--- src/rtl/ecc_pkg.sv ---
// Shared ECC datapath definitions: field size, reduction polynomial and
// squarer-sequencer state encoding.
package ecc_pkg;

  localparam int FF_M = 163;

  // Low-order terms of f(x) = x^163 + x^7 + x^6 + x^3 + 1
  localparam logic [FF_M-1:0] FF_POLY_LOW = 163'hC9;

  typedef logic [FF_M-1:0] ff_elem_t;

  typedef enum logic [1:0] {
    SQS_IDLE = 2'd0,
    SQS_RUN  = 2'd1,
    SQS_DONE = 2'd2
  } sqs_state_t;

endpackage

--- src/rtl/ff_squarer.sv ---
// Combinational GF(2^163) squarer: spreads the operand bits to even positions
// and folds the upper half back with the reduction polynomial.
module ff_squarer
  import ecc_pkg::*;
(
  input  ff_elem_t i_a,
  output ff_elem_t o_c
);

  logic [2*FF_M-2:0] w_t;

  // Fold from the top down so the terms produced by each fold get reduced later
  always_comb begin
    w_t = '0;
    for (int i = 0; i < FF_M; i++) begin
      w_t[2*i] = i_a[i];
    end
    for (int i = 2*FF_M-2; i >= FF_M; i--) begin
      if (w_t[i]) begin
        w_t[i] = 1'b0;
        w_t[i-FF_M +: FF_M] = w_t[i-FF_M +: FF_M] ^ FF_POLY_LOW;
      end
    end
  end

  assign o_c = w_t[FF_M-1:0];

endmodule

--- src/rtl/ff_sqr_seq.sv ---
// Multi-squaring sequencer: c = a^(2^n), applying up to SPC chained squarings
// per clock, with a start/done handshake.
module ff_sqr_seq
  import ecc_pkg::*;
#(
  parameter int SPC   = 1,
  parameter int CNT_W = 8
) (
  input  logic             clk,
  input  logic             rst,
  input  logic             start,
  input  ff_elem_t         a,
  input  logic [CNT_W-1:0] n,
  output ff_elem_t         c,
  output logic             busy,
  output logic             done
);

  localparam logic [CNT_W-1:0] SPC_CNT = CNT_W'(SPC);

  sqs_state_t       r_state;
  sqs_state_t       w_nextState;
  ff_elem_t         r_acc;
  logic [CNT_W-1:0] r_cnt;
  logic [CNT_W-1:0] w_k;
  logic [CNT_W-1:0] w_cntNext;
  ff_elem_t         w_chain [0:SPC];
  ff_elem_t         w_sqOut;
  logic             w_accept;

  assign w_chain[0] = r_acc;

  for (genvar g = 0; g < SPC; g++) begin : g_sq
    ff_squarer u_sq (
      .i_a (w_chain[g]),
      .o_c (w_chain[g+1])
    );
  end

  // The final step may need fewer than SPC squarings, so tap the chain at k
  assign w_k       = (r_cnt < SPC_CNT) ? r_cnt : SPC_CNT;
  assign w_cntNext = r_cnt - w_k;

  always_comb begin
    w_sqOut = w_chain[SPC];
    for (int i = 1; i < SPC; i++) begin
      if (w_k == CNT_W'(i)) w_sqOut = w_chain[i];
    end
  end

  always_comb begin
    w_nextState = r_state;
    w_accept    = 1'b0;
    busy        = (r_state == SQS_RUN);
    done        = (r_state == SQS_DONE);
    case (r_state)
      SQS_IDLE, SQS_DONE: begin
        if (start) begin
          w_accept    = 1'b1;
          w_nextState = (n != '0) ? SQS_RUN : SQS_DONE;
        end else begin
          w_nextState = SQS_IDLE;
        end
      end
      SQS_RUN: begin
        if (w_cntNext == '0) w_nextState = SQS_DONE;
      end
      default: w_nextState = SQS_IDLE;
    endcase
  end

  always_ff @(posedge clk or posedge rst) begin
    if (rst) r_state <= SQS_IDLE;
    else     r_state <= w_nextState;
  end

  always_ff @(posedge clk or posedge rst) begin
    if (rst) begin
      r_acc <= '0;
      r_cnt <= '0;
    end else if (w_accept) begin
      r_acc <= a;
      r_cnt <= n;
    end else if (r_state == SQS_RUN) begin
      r_acc <= w_sqOut;
      r_cnt <= w_cntNext;
    end
  end

  assign c = r_acc;

endmodule

--- config.mk ---
export PLATFORM = sky130hd
export DESIGN_NAME = ff_sqr_seq
export DESIGN_NICKNAME = d
export VERILOG_FILES = /design/src/rtl/ecc_pkg.sv /design/src/rtl/ff_squarer.sv /design/src/rtl/ff_sqr_seq.sv
export SDC_FILE = /design/constraint.sdc
export NUM_CORES = 1
export LEC_CHECK = 0
export CAP_MARGIN = 10
export CELL_PAD_IN_SITES_DETAIL_PLACEMENT = 0
export CELL_PAD_IN_SITES_GLOBAL_PLACEMENT = 1
export CORE_ASPECT_RATIO = 0.75
export CORE_MARGIN = 5
export CORE_UTILIZATION = 37
export CTS_BUF_LIST = sky130_fd_sc_hd__clkbuf_4
export CTS_CLUSTER_SIZE = 24
export DETAILED_ROUTE_END_ITERATION = 16
export MAX_ROUTING_LAYER = met4
export PLACE_DENSITY = 0.85
export SYNTH_ARGS = -nofsm -noshare
export SYNTH_HDL_FRONTEND = slang
export SYNTH_SLANG_ARGS = --single-unit
--- constraint.sdc ---
create_clock -name clk -period 10.43 [get_ports clk]
set_clock_uncertainty 0.05 [all_clocks]
set_input_delay 2.086 -clock clk [delete_from_list [all_inputs] [get_ports clk]]
set_output_delay 2.086 -clock clk [all_outputs]
set_load 0.02 [all_outputs]
== Yosys cells after proc, flatten, opt, wreduce, memory -nomap -nowiden ==
Cells that the tools add are included.

* Input bits: 174
* Flip-flop bits (word level): 173
* Word-level logic and storage cells: 351

* Eq/ne operators: 3
* Add/sub/neg operators: 1
* Bitwise logic cells: 162
* Reduce and logical (&&, ||, !) cells: 7
* $lt $le $gt $ge: 1
* Muxes and demuxes: 173

{| class="wikitable"
|+ Operator list
! kind !! count
|-
| two-way mux 8 bit || 165
|-
| NOT 4 bit || 162
|-
| two-way mux 163 bit || 2
|-
| logical NOT 8 bit || 1
|-
| < comparator 8 x 1 -> 1 bit, second input constant || 1
|-
| nonzero test 8 bit || 1
|-
| subtractor 8 bit || 1
|-
| two-way mux 2 bit || 3
|-
| case mux 2 bit (2 select lines) || 1
|-
| nonzero test 2 bit || 2
|-
| equality test 2 x 1 -> 1 bit, second input constant || 1
|-
| equality test 2 bit, second input constant || 1
|-
| logical NOT 2 bit || 1
|-
| two-way mux 1 bit || 2
|-
| inequality test 2 x 1 -> 1 bit, second input constant || 1
|-
| AND reduction 2 bit || 1
|-
| OR reduction 2 bit || 1
|}

== Depth between registers and ports, before layout ==
* Depth in word-level cells: 326
* Gate-level depth with buffers: 8
* Mapped depth without buffers: 7

== Hierarchy ==
Synthesis repeated with hierarchy kept, for this count alone.

* Cells, all modules: 1186
* Area, all modules: 10034.6 um^2

{| class="wikitable"
|+ By module, submodules not included
! module !! cells each !! area an instance (um^2) !! instances
|-
| ff_sqr_seq || 939 || 7830.0 || 1
|-
| ff_squarer || 247 || 2204.6 || 1
|}

== Worst setup path after synthesis ==
OpenSTA, ideal clock, no wires.

* Kind: reg-to-output
* Start point: register r_state[1]
* End point: output port busy
* Path slack: 7.008 ns
* Arrival: 1.286 ns
* Cell stages (with the launch flop): 6
* Cells stage by stage: dfrtp_1 > nand2b_1 > buf_2 > inv_2 > buf_2 > buf_1

* Longest elaborated chain between the ends: 1

{| class="wikitable"
|+ Ends and longest elaborated chain
! element !! line !! source
|-
| from (decl) || ff_sqr_seq.sv:21 || <nowiki>sqs_state_t r_state;</nowiki>
|-
| from (signal assigned) || ff_sqr_seq.sv:74 || <nowiki>else r_state <= w_nextState;</nowiki>
|-
| equality test 2 x 1 -> 1 bit || ff_sqr_seq.sv:54 || <nowiki>busy = (r_state == SQS_RUN);</nowiki>
|-
| to (decl) || ff_sqr_seq.sv:15 || <nowiki>output logic busy,</nowiki>
|}

No other way between the ends.

== Worst setup path after layout ==
* Start point: register r_state[0]
* End point: output port busy

Same word-level chain as after synthesis.

==> summary.txt <==
Outcome
  – Status: finished, final reports clean

Synth
  – Syn nets: 1353
  – Main synth FF type: dfrtp_1
  – Asr flop ratio synth: 100%
  – EDFF count, synth: 0
  – Ranking of synthesized cells by area: dfrtp_1 43%, xnor2_1 17%, nand2_1 9.3%
  – Cell Area, Synth: between 10000 and 15000 um2
  – Synth Area per Inst: between 8 and 9 um2
  – Cell variety after synth: 39
  – Yosys warning count: 0
  – Post-synth top area cell: dfrtp_1
  – Post-synthesis register bit count: ~170
  – Most common cell in the netlist: nand2_1
  – Seq/Total Area, Yosys: a little over two fifths
  – Most common library cells after synthesis: 251 x nand2_1, 192 x xnor2_1, 173 x dfrtp_1
  – Synth Instances: about 1200
  – Area share of the largest cell type after synthesis: approximately 43%

CTS
  – Htree depth: 4
  – Buffer count from post-CTS setup fixing: 0
  – Clk root buf: clkbuf_4
  – Post-CTS Hold Buffers: 0
  – CTS tree: done
  – Post_cts resized: 0
  – # clock sinks: approximately 170
  – CTS buffer count: 17
  – Clk Latency, worst-skew pair: ~600 ps
  – Clock Pin Slew Worst Setup and Hold Paths: 140 ps
  – Max Root-Sink Buffers: 2

STA
  – Maximum clock rate: about 0.23 GHz
  – Unrepaired setup endpoints after global routing: false
  – Tmin final: roughly 4300 ps
  – Final setup viols: 0
  – Fin Hold WS: roughly 470 ps
  – Final Cycle Share: 41.4%
  – Final worst setup slack: a little over 6000 ps
  – Fin. Hold Viols: 0
  – Worst Tran Pin Value: between 900 and 1000 ps
  – TNS Setup: 0 ps
  – Slew HR: about a third
  – Fin. max-slew vios: 0

Worst setup path
  – Worst EP required: slightly above 8000 ps
  – WP data arrival: about 2200 ps
  – Crit path max fanout: 32
  – CP Launch Type: register
  – Worst setup EP type: output port
  – R2R setup slack: between 7000 and 8000 ps
  – Setup CP Type: register to output port

Floorplan
  – Die area: ~31000 um2
  – Row Count: 52
  – Core ar.: ~27000 um2
  – Die Y-Extent: ~150 um
  – Starting Density: roughly 38%
  – Number of I/O pins: approximately 340
  – Die Wd: 201 um

Routing
  – # DRC: 0
  – First-pass detailed-route iteration total: 5
  – Final ANT Viol Nets: 0
  – Total routed wirelength: ~40000 um
  – Vias/cell: 5.34
  – Initial DRC count: 750
  – Routed WL per cell: between 20 and 25 um
  – Via count: between 9000 and 10000

Placed design
  – Dpl hpwl: about 29000 um
  – Post-place setup slack: between 5000 and 6000 ps
  – GP Congestion: roughly 0.85
  – # port buffers: 338

Pwr
  – Power per cell area: ~420 nW/um2
  – Leakage power: 5.50 nW
  – Maximum resistive drop on vdd: 0.000214 V

Final layout
  – Area growth, synth to finish: 35.9%
  – Fillers: between 2000 and 3000
  – Nets@finish: around 1600
  – Layout cells sized above 1: 3.61%

GRT
  – GRT Util Overall: approximately a quarter
  – First-pass GRT wire length: roughly 60000 um
  – Gr ovfl total: 0
  – Initial antenna violation count: 1
  – Largest net degree at the start of global routing: just over 100
  – Vias in the first global route: ~9400

Min path
  – Min-delay worst type: register to register

Run
  – Maxcap violations: 0
==> per-layer routing <==
layer,global-route usage (%),vias to the layer above,routed length [um]
met4,6.13,0,688
met1,36.4,4633,18300
met3,5.53,43,2910
met2,38.6,432,17900
li1,-,4319,-
met5,-,-,0
==> flip-flops by register name, indices dropped and copies added, names as in the netlist <==
| signal | count |
|---|---|
| r_cnt | 8 |
| c | 163 |
| r_state | 2 |
==> final cells by class <==
class	count	area, um2	share of cell area, %
diodes	1	2.50	0.0182
clock buffers	20	150	1.09
clock inverters	12	123	0.893
inverters	5	27.5	0.200
multi-input cells	855	5210	38.0
flip-flops and latches	173	4330	31.5
well taps	351	439	3.20
repair buffers	347	3450	25.1
==> critical path, stage by stage, from the launching register on <==
cell and delay, ps:
dfrtp_1 530, nand2b_4 280, clkinv_2 140, clkdlybuf4s50_1 640
==> cells in the final DEF (no fill, tap or decap), types with 2 or more instances in the layout <==
master,count
a22oi_1,34
o211ai_1,2
nand2_1,251
buf_4,9
clkinv_4,2
clkbuf_4,20
xor2_1,53
nand2b_4,2
or2_2,2
clkinvlp_4,3
nor4_1,5
clkinv_1,2
nor2_1,135
a31oi_1,99
nor4b_1,2
xnor2_1,192
inv_1,3
a21oi_1,4
a221o_1,33
clkinv_2,4
nor3_1,3
dfrtp_1,173
bufinv_16,2
o21ai_0,19
clkdlybuf4s50_1,338
==> final timing paths <==
check / to / cells past startpoint / from
worst min register to register: c[0] / 1 / c[0]
worst max register to register: r_cnt[6] / 6 / r_state[0]
max in group asynchronous: c[26] / 3 / rst
min in group asynchronous: c[137] / 2 / rst
worst min-delay path: c[0] / 1 / c[0]
worst max-delay path: busy / 3 / r_state[0]
==> where the power goes <==
part           switching [mW]  leakage [nW]  internal (mW)  total, mW
combinational            1.76          3.34           1.82       3.57
clock                   0.251         0.144          0.148      0.399
sequential              0.804          2.02           1.06       1.86
==> kinds of logic after synthesis <==
family	Yosys count	share of synthesized area [%]
AOI/OAI and AO/OA	200	14.0
and+or+nand+nor	409	16.0
xor gates and xnor gates	245	21.2
adders and majority gates	1	0.124
buffers and inverters	150	5.87
DFF	173	42.8
==> metrics by stage <==
stage	std cells	utilization, %	power [mW]	instance area, um2
3_5_place_dp	1731	50.0	5.44	13500
5_1_grt	1764	51.0	6.25	13700
2_1_floorplan	1178	-	4.10	10100
4_1_cts	1763	51.0	5.85	13700
6_report	1764	51.0	5.83	13700
3_3_place_gp	1731	50.0	5.37	13500
Note: power is estimated with default switching activity, not from simulation.
